`config.mk`:
```
export PLATFORM = sky130hd
export DESIGN_NAME = fdiv_seq
export DESIGN_NICKNAME = d
export VERILOG_FILES = /design/src/rtl/fdiv_seq.sv
export SDC_FILE = /design/constraint.sdc
export NUM_CORES = 1
export LEC_CHECK = 0
export BUFFER_PORTS_ARGS = -buffer_cell sky130_fd_sc_hd__buf_2
export CAP_MARGIN = 20
export CELL_PAD_IN_SITES_DETAIL_PLACEMENT = 1
export CELL_PAD_IN_SITES_GLOBAL_PLACEMENT = 2
export CORE_MARGIN = 10
export CORE_UTILIZATION = 22
export CTS_CLUSTER_DIAMETER = 50
export DETAILED_ROUTE_END_ITERATION = 8
export GPL_ROUTABILITY_DRIVEN = 0
export PLACE_DENSITY = 0.74
export SLEW_MARGIN = 10
export SYNTH_ARGS = -nofsm -noshare
export SYNTH_HDL_FRONTEND = slang
export SYNTH_SLANG_ARGS = --single-unit
```
`constraint.sdc`:
```
create_clock -name clk -period 1.6 [get_ports clk]
set_input_delay 0.16 -clock clk [delete_from_list [all_inputs] [get_ports clk]]
set_output_delay 0.16 -clock clk [all_outputs]
set_load 0.05 [all_outputs]
```
`src/rtl/fdiv_seq.sv`:
```
// -----------------------------------------------------------------------------
// fdiv_seq
// Valid/ready sequencer around the single-precision float divider.
// It registers an operand pair onto ix/iy and holds it there for DIV_LAT
// edges. It then captures the divider quotient and status and offers them on
// a valid/ready result port. Only one divide is in flight at a time.
//
// Optional feature macro: FDIV_BYPASS_EN
//   When defined, a zero divisor skips the divider. The result is a signed
//   infinity, or a quiet NaN for 0/0, and status[2] (divz) is set.
//   When undefined, every pair goes through the divider and status[2] is 0.
//
// Ports
//   clk       system clock, rising edge
//   rst       synchronous reset, active low
//   in_valid  operand pair a/b valid
//   in_ready  block can accept an operand pair (IDLE)
//   a, b      dividend / divisor, IEEE-754 single
//   ix, iy    registered dividend / divisor driven to float_div
//   oz        quotient from float_div
//   Yichu     float_div status: [1]=overflow, [0]=underflow
//   out_valid result valid (DONE)
//   out_ready consumer accepts result
//   result    captured quotient
//   status    {divz, overflow, underflow}
// -----------------------------------------------------------------------------
module fdiv_seq #(
   parameter int DIV_LAT = 4,   // edges from accept to oz sample, 1..15
   parameter int CNT_W   = 4    // latency counter width, must hold DIV_LAT
) (
   input  logic        clk,
   input  logic        rst,
   input  logic        in_valid,
   output logic        in_ready,
   input  logic [31:0] a,
   input  logic [31:0] b,
   output logic [31:0] ix,
   output logic [31:0] iy,
   input  logic [31:0] oz,
   input  logic [1:0]  Yichu,
   output logic        out_valid,
   input  logic        out_ready,
   output logic [31:0] result,
   output logic [2:0]  status
);

   typedef enum logic [1:0] {
      IDLE = 2'd0,
      WAIT = 2'd1,
      DONE = 2'd2
   } state_t;

   state_t           state, state_nx;
   logic [CNT_W-1:0] cnt;
   logic             accept;
   logic             bypass;
   logic             wait_end;

   assign accept   = (state == IDLE) && in_valid;
   assign wait_end = (state == WAIT) && (cnt == '0);

`ifdef FDIV_BYPASS_EN
   logic [31:0] bypass_z;

   // Divisor is +/-0: skip the divider. 0/0 gives a quiet NaN, otherwise
   // the result is an infinity carrying the XOR of the operand signs.
   assign bypass   = accept && (b[30:0] == 31'd0);
   assign bypass_z = (a[30:0] == 31'd0) ? 32'h7FC00000
                                        : {a[31] ^ b[31], 31'h7F800000};
`else
   assign bypass   = 1'b0;
`endif

   // State register
   // NOTE: sequential state uses non-blocking assignments so every register
   // samples pre-edge values regardless of process ordering.
   always_ff @(posedge clk) begin
      if (!rst) state <= IDLE;
      else      state <= state_nx;
   end

   // Next-state logic
   // NOTE: state_nx gets a default before the case so no path leaves it
   // unassigned, which would infer a latch.
   always_comb begin
      state_nx = state;
      unique case (state)
         IDLE: if (accept)    state_nx = bypass ? DONE : WAIT;
         WAIT: if (wait_end)  state_nx = DONE;
         DONE: if (out_ready) state_nx = IDLE;
         default:             state_nx = IDLE;
      endcase
   end

   // Outputs decoded from state alone. The DONE->IDLE handshake edge
   // therefore cannot also accept a new pair.
   always_comb begin
      in_ready  = 1'b0;
      out_valid = 1'b0;
      unique case (state)
         IDLE:    in_ready  = 1'b1;
         DONE:    out_valid = 1'b1;
         default: ;
      endcase
   end

   // Datapath registers. Reset also aborts an in-flight divide: the counter
   // and captured result are cleared and the divider output is never taken.
   always_ff @(posedge clk) begin
      if (!rst) begin
         ix     <= '0;
         iy     <= '0;
         result <= '0;
         status <= '0;
         cnt    <= '0;
      end else begin
         // ix/iy change only on an accept and hold across WAIT and DONE.
         if (accept) begin
            ix  <= a;
            iy  <= b;
            cnt <= CNT_W'(DIV_LAT - 1);
         end else if ((state == WAIT) && (cnt != '0)) begin
            cnt <= cnt - 1'b1;
         end

`ifdef FDIV_BYPASS_EN
         if (bypass) begin
            result <= bypass_z;
            status <= 3'b100;
         end else
`endif
         if (wait_end) begin
            result <= oz;
            status <= {1'b0, Yichu};
         end
      end
   end

endmodule

```
* Yosys cells after proc, flatten, opt, wreduce, memory -nomap -nowiden *
Cells that the tools add are included.

storage, ports and cells
  bits in registers = 104
  output and inout port bits = 101
  logic and storage cells = 31

operators by class
  add/sub/neg operators = 1
  equality and inequality tests = 5
  muxes and demuxes = 8
  bitwise logic cells = 1
  reductions and logical operators = 9

operators with widths
  operator                                                                number
  2-bit two-way mux                                                       5
  2-bit != test (second input constant)                                   3
  2-bit case mux with 3 select lines                                      1
  4-bit logical NOT                                                       1
  4-bit nonzero test                                                      1
  4-bit by 1-bit subtractor with 4-bit output (second input constant)     1
  1-bit logical AND                                                       3
  3-bit AND reduction                                                     1
  2-bit by 1-bit equality test with 1-bit output (second input constant)  1
  2-bit equality test (second input constant)                             1
  2-bit logical NOT                                                       1
  1-bit two-way mux                                                       2
  2-bit nonzero test                                                      1
  2-bit OR reduction                                                      1
  1-bit inverter                                                          1

* Logic depth before layout (Yosys ltp) *
Gate-level depths: netlist (run 1).

  depth after elaboration = 4
  gate-level depth with buffers = 7
  gate-level depth less buffers = 5

* Worst setup path after synthesis (run 1) *
OpenSTA, ideal clock, no wires.

  path type = register to register
  start point = register cnt[0]
  end point = register result[10]
  setup time = 0.072 ns
  data arrival time = 1.578 ns
  required time = 1.528 ns
  slack = -0.049 ns
  stages on the path, launching flop included = 8
  path buffers = 2
  path through = dfxtp_1 -> inv_1 -> ha_1 -> or3b_1 -> buf_6 -> nor2_8 -> buf_12 -> mux2i_1

on the way
  longest elaborated chain between the ends = 2

RTL lines
  what                      RTL line  text
  start: declaration        54        logic [CNT_W-1:0] cnt;
  start signal: assignment  121       cnt <= CNT_W'(DIV_LAT - 1);
  start signal: assignment  123       cnt <= cnt - 1'b1;
  4-bit logical NOT         60        assign wait_end = (state == WAIT) && (cnt == '0);
  1-bit logical AND         60
  end signal: assignment    133       result <= oz;
  end: declaration          43        output logic [31:0] result,

Every way passes these cells.
A chain may end at the register's enable or synchronous reset.

* Worst setup path after layout (run 1) *
  start point = register cnt[0]
  end point = register result[3]

The elaborated chain is that of the path after synthesis.

==> qor.yml, run 1 <==
layout_commonest_cell: "buf_2"
slew_violations: 0
drtIter0Drc: 74
first_global_vias: 4087
worstSkewPairLatency_ps: 340
setup_viol: 14
finalClockSkew_ps: 4.63
avgSynthCellArea_sq_um: 8.73
path_clk_slew_ps: 70
wire_per_inst_um: 15.7
dieArea_sq_um: 24300
cp_slowest_cell: "or3b_4"
start_util_pct: 22.4
die_height_um: 156
cp_max_fo: 8
violations: "setup timing"
root_buffer: "clkbuf_16"
vdd_drop_max_mv: 0.421
antennaDiodeCount: 0
yosysUniqueCellTypes: 30
synth_area_sq_um: 4060
vias: 3782
htreeDepth: 3
syn_nets: 568
worstPathCellList: "inv_2 -> ha_4 -> or3b_4 -> nor2_8 -> clkbuf_16 -> mux2i_1"
ys_ff_latch: 104
ios: 203
seq_area_frac_synth_pct: 51.3
cp.required_ps: 1870
fmax_mhz: 607
final_hold_viol_count: 0
whs_ps: 51.2
power_density_nw_per_um2: 1180
nNetsFinal: 766
crit_path_start_kind: "flip-flop"
max_cap_violations: 0
core_area_sq_um: 18100
wl_um: 14100
mostFrequentLayoutCells: "buf_2, nand2_1, dfxtp_1"
post-route-cell-area_sq_um: 5720
status: "finished, violations left"
end_kind: "flip-flop"
slowest_delay_ps: 420
syn_to_final_growth_pct: 40.8
finalCriticalPeriod_ps: 1650
numCtsBuffers: 9
overflow: 0
hp-class: "input pin to flip-flop"
cts_sinks: 104
arrival_ps: 1910
rsz0062_at_grt: "true"
min_period_over_period_pct: 103
antenna_left: 0
clock_path_buffers: 2
dpl-instance-area_sq_um: 5340
dp_hpwl_um: 10800
drc: 0
grt_max_degree: 71
dieWidth_um: 156
worstSetupPathType: "flip-flop to flip-flop"
async_flop_share_pct: 0
grt_pass1_wl_um: 22000
drive_above_1_share_pct: 36.8
synthCells: 465
port_buffers: 201
ys.flop_type: "dfxtp_1"
final_util_pct: 31.6
p_leak_nw: 2.65
tritoncts: "yes"
synth_edf_count: 0
num_rows: 49
yosys_warnings: 0
antenna_found_initial: 0
viasPerCell: 4.22
grtUsageTotal_pct: 11.2
dr.pass1.iters: 4
pre_cts_slack_ps: -158
setup_ws_ps: -46.6
[path summary, 6_finish.rpt]
path / endpoint / cells after the start / slack [ps] / from
setup / recovery: result[3] / 6 / -50 / cnt[0]
hold / removal: ix[24] / 3 / 50 / a[24]
setup reg to reg: result[3] / 6 / -50 / cnt[0]
hold reg to reg: iy[31] / 2 / 450 / iy[31]
[synth_stat cells (all sizes together), types with 2 or more instances]
| library cell | instances | area [sq um] |
|---|---|---|
| nor2b | 3 | 18.8 |
| nand2 | 197 | 739 |
| nand2b | 2 | 12.5 |
| dfxtp | 104 | 2080 |
| buf | 16 | 134 |
| mux2i | 34 | 340 |
| o21a | 3 | 22.5 |
| or3b | 2 | 17.5 |
| a21oi | 2 | 10.0 |
| o21ai | 2 | 10.0 |
| nor2 | 4 | 31.3 |
| clkbuf | 18 | 67.6 |
| inv | 3 | 11.3 |
| nand3 | 2 | 10.0 |
| a21boi | 64 | 480 |
[state kept, by name, summed over array words and instances, names as in the netlist]
name	cells
cnt	4
ix	32
iy	32
result	32
state	2
status	2
[critical path: cells and delay by family, from the launching register on]
kind	cells	cell delay [ps]
AND/OR/NAND/NOR	2	640
flip-flops	1	320
buffers and inverters	2	270
multiplexers	1	200
adder cells (fa/ha/maj)	1	140
[layer usage]
| metal | share of wire (%) | global-route usage, % | vias to the layer above |
|---|---|---|---|
| met5 | 0 | 0 | - |
| met4 | 1.2 | 3.64 | 0 |
| met2 | 48 | 19.2 | 129 |
| met1 | 42 | 12.6 | 1754 |
| li1 | - | - | 1888 |
| met3 | 8.6 | 4.27 | 11 |
[final cells by class]
| type | count | area, sq um |
|---|---|---|
| clock buffer | 11 | 243 |
| clock inverter | 5 | 56.3 |
| fill | 2234 | 12400 |
| inverter | 3 | 11.3 |
| multi-input combinational | 324 | 1790 |
| sequential | 104 | 2080 |
| tap | 229 | 287 |
| timing repair buffer | 221 | 1250 |
[per-stage QoR]
stage               cells  power [W]  setup TNS (ps)
floorplan             465    0.00407            -121
global placement      875    0.00452           -2060
detailed placement    875    0.00457           -3900
CTS                   892    0.00685            -178
global route          897    0.00711           -3090
finish                897    0.00675            -215
[what timing repair did]
item                       4_1_cts  5_1_grt
resized for setup                2        2
pin swaps                        1        2
cloned                           0        1
hold buffers                     0        0
buffers inserted                 1        4
setup endpoints to repair       33       31
[where the power goes]
part	internal, W	leakage [nW]	switching [W]
Clock	0.00125	0.145	0.000967
Sequential	0.00278	0.851	0.0000949
Combinational	0.000508	1.65	0.00115
Total	0.00454	2.65	0.00221
[cells by family after synthesis]
logic type | count (synthesis) | synth area share [%]
other | 1 | 0.0924
AND/OR/NAND/NOR | 214 | 21.1
multiplexers | 34 | 8.38
flip-flops | 104 | 51.3
adder cells (fa/ha/maj) | 1 | 0.308
buffers and inverters | 37 | 5.24
AO/OA/AOI/OAI | 74 | 13.6
No activity file was read; power rests on OpenSTA's default activity.
==> run 2, diff against run 1 <==
==> constraint.sdc (replaced) <==
create_clock -name clk -period 1.6 [get_ports clk]
set_input_delay 0.08 -clock clk [delete_from_list [all_inputs] [get_ports clk]]
set_output_delay 0.08 -clock clk [all_outputs]
set_load 0.05 [all_outputs]
==> run 2 against run 1 <==
Against the previous run: register-to-register slack hardly changed; hold slack worse by 35 ps; critical endpoint unchanged; sequential share of layout area fell by 5.1 points; total power increased by 2.9%; non-clock buffer count is 92 higher; clock skew is 2.3 ps higher; the flow still finishes with violations (setup timing); largest cell class is now buffers; die area is the same.
==> qor.yml, run 2 (synthesis results as in run 1) <==
die_height_um: 156  # unchanged
end_kind: "flip-flop"  # unchanged
violations: "setup timing"  # unchanged
path_clk_slew_ps: 70  # about the same
slowest_delay_ps: 420  # about the same
drc: 0  # unchanged
critical_path.startpoint: "cnt[0]"  # unchanged
min_period_over_period_pct: 103  # about the same
slew_violations: 0  # unchanged
layout_commonest_cell: "buf_2"  # unchanged
start_util_pct: 22.4  # unchanged
p_leak_nw: 3.03  # was 2.65 nW
overflow: 0  # unchanged
core_area_sq_um: 18100  # unchanged
viasPerCell: 4.20  # was 4.22
antennaDiodeCount: 0  # unchanged
worstSetupPathType: "flip-flop to flip-flop"  # unchanged
worstSkewPairLatency_ps: 340  # about the same
drtIter0Drc: 107  # was 74
numCtsBuffers: 9  # unchanged
crit_family: "simple AND/OR/NAND/NOR gates"  # unchanged
rr_startpoint: "cnt[0]"  # unchanged
ff2ff_setup_slack_ps: -40  # was -50 ps
cts_sinks: 104  # unchanged
vdd_drop_max_mv: 0.423  # was 0.421 mV
grt_max_degree: 71  # unchanged
root_buffer: "clkbuf_16"  # unchanged
antenna_left: 0  # unchanged
wire_per_inst_um: 15.5  # was 15.7 um
r2r.worst_path.cells: 6  # unchanged
final_cells: 989  # was 897
arrival_ps: 1910  # about the same
num_rows: 49  # unchanged
ios: 203  # unchanged
rsz0062_at_grt: "true"  # unchanged
worstPathCellList: "inv_2 -> ha_4 -> or3b_4 -> nor2_8 -> clkbuf_16 -> mux2i_1"  # unchanged
htreeDepth: 3  # unchanged
finalCriticalPeriod_ps: 1640  # was 1650 ps
syn_to_final_growth_pct: 63.5  # was 40.8%
cp_slowest_cell: "or3b_4"  # unchanged
worstSetupEndpoint: "result[3]"  # unchanged
path_depth: 6  # unchanged
place_inst: 875  # unchanged
setup_ws_ps: -43.9  # was -46.6 ps
nNetsFinal: 858  # was 766
setup_tns_ps: -255  # was -215 ps
fmax_mhz: 608  # was 607 MHz
status: "finished, violations left"  # unchanged
wl_um: 15400  # was 14100 um
dieArea_sq_um: 24300  # unchanged
finalClockSkew_ps: 6.89  # was 4.63 ps
clock_path_buffers: 2  # unchanged
setup_viol: 17  # was 14
dp_hpwl_um: 10800  # unchanged
first_global_vias: 4568  # was 4087
r2r-end: "result[3]"  # unchanged
path_buf_inv: 2  # unchanged
dr.pass1.iters: 4  # unchanged
crit_path_start_kind: "flip-flop"  # unchanged
largest_registers: "ix: 32 flops, iy: 32 flops, result: 32 flops"  # unchanged
power_density_nw_per_um2: 1050  # was 1180 nW/um^2
grt_pass1_wl_um: 24200  # was 22000 um
cp.required_ps: 1870  # about the same
final_util_pct: 36.7  # was 31.6%
mostFrequentLayoutCells: "buf_2, nand2_1, dfxtp_1"  # unchanged
vias: 4150  # was 3782
final_hold_viol_count: 0  # unchanged
grtUsageTotal_pct: 12.3  # was 11.2%
antenna_found_initial: 0  # unchanged
max_cap_violations: 0  # unchanged
hp-class: "input pin to flip-flop"  # unchanged
port_buffers: 201  # unchanged
tritoncts: "yes"  # unchanged
drive_above_1_share_pct: 32.4  # was 36.8%
cp_max_fo: 8  # unchanged
dieWidth_um: 156  # unchanged
## run 2: worst min-delay path, delay by kind of cell
| family | cells | cell delay (ps) |
|---|---|---|
| compound gates | 1 | 80 |
| buf+inv | 1 | 100 |
| simple gates | 1 | 50 |
## run 2: through the flow
step	power, W	cell area [sq um]	worst slack, ps	hold WS [ps]
after floorplan	0.00407	4070	-5.03	215
after global placement	0.00452	5340	-71.8	323
after detailed placement	0.00457	5340	-158	327
after CTS	0.00703	6570	-27.1	0.235
after global routing	0.00731	6640	-121	21.7
final	0.00694	6640	-43.9	15.9
## run 2: what timing repair did
item                                    in CTS  in global routing
buffers inserted                             1                  4
hold buffers                                92                  0
endpoints found under the hold margin       92                  0
pin swaps                                    1                  2
resized for setup                            2                  2
gates cloned                                 0                  1
endpoints found under the setup margin      33                 32
## run 2: worst min path at each step
stage / from / to / depth (start not counted) / slack, ps
after floorplan: a[24] / ix[24] / 2 / 210
after global placement: b[31] / iy[31] / 3 / 320
after detailed placement: b[31] / iy[31] / 3 / 330
after CTS: b[16] / iy[16] / 3 / 0.2
after global routing: b[16] / iy[16] / 3 / 20
final: b[21] / iy[21] / 3 / 20
## run 2: routing by layer
metal / share of wire (%) / up-vias / routed length [um] / track usage [%]
met2: 50 / 127 / 7680 / 21.7
met4: 1.3 / 0 / 199 / 3.82
li1: - / 2074 / - / -
met3: 7.0 / 13 / 1080 / 4.11
met5: 0 / - / 0 / 0
met1: 42 / 1936 / 6410 / 13.6
## run 2: area by class of cell
cell class / instances / area (sq um)
multi-input cells: 324 / 1790
inverters: 3 / 11.3
well taps: 229 / 287
clock buffers: 11 / 243
flip-flops and latches: 104 / 2080
clock inverters: 5 / 56.3
fillers: 2180 / 11400
repair buffers: 313 / 2170
## run 2: power breakdown
group	internal (W)	leakage [nW]	switching, W
logic	0.000654	2.04	0.00119
clock network	0.00125	0.145	0.000972
registers	0.00278	0.851	0.0000960
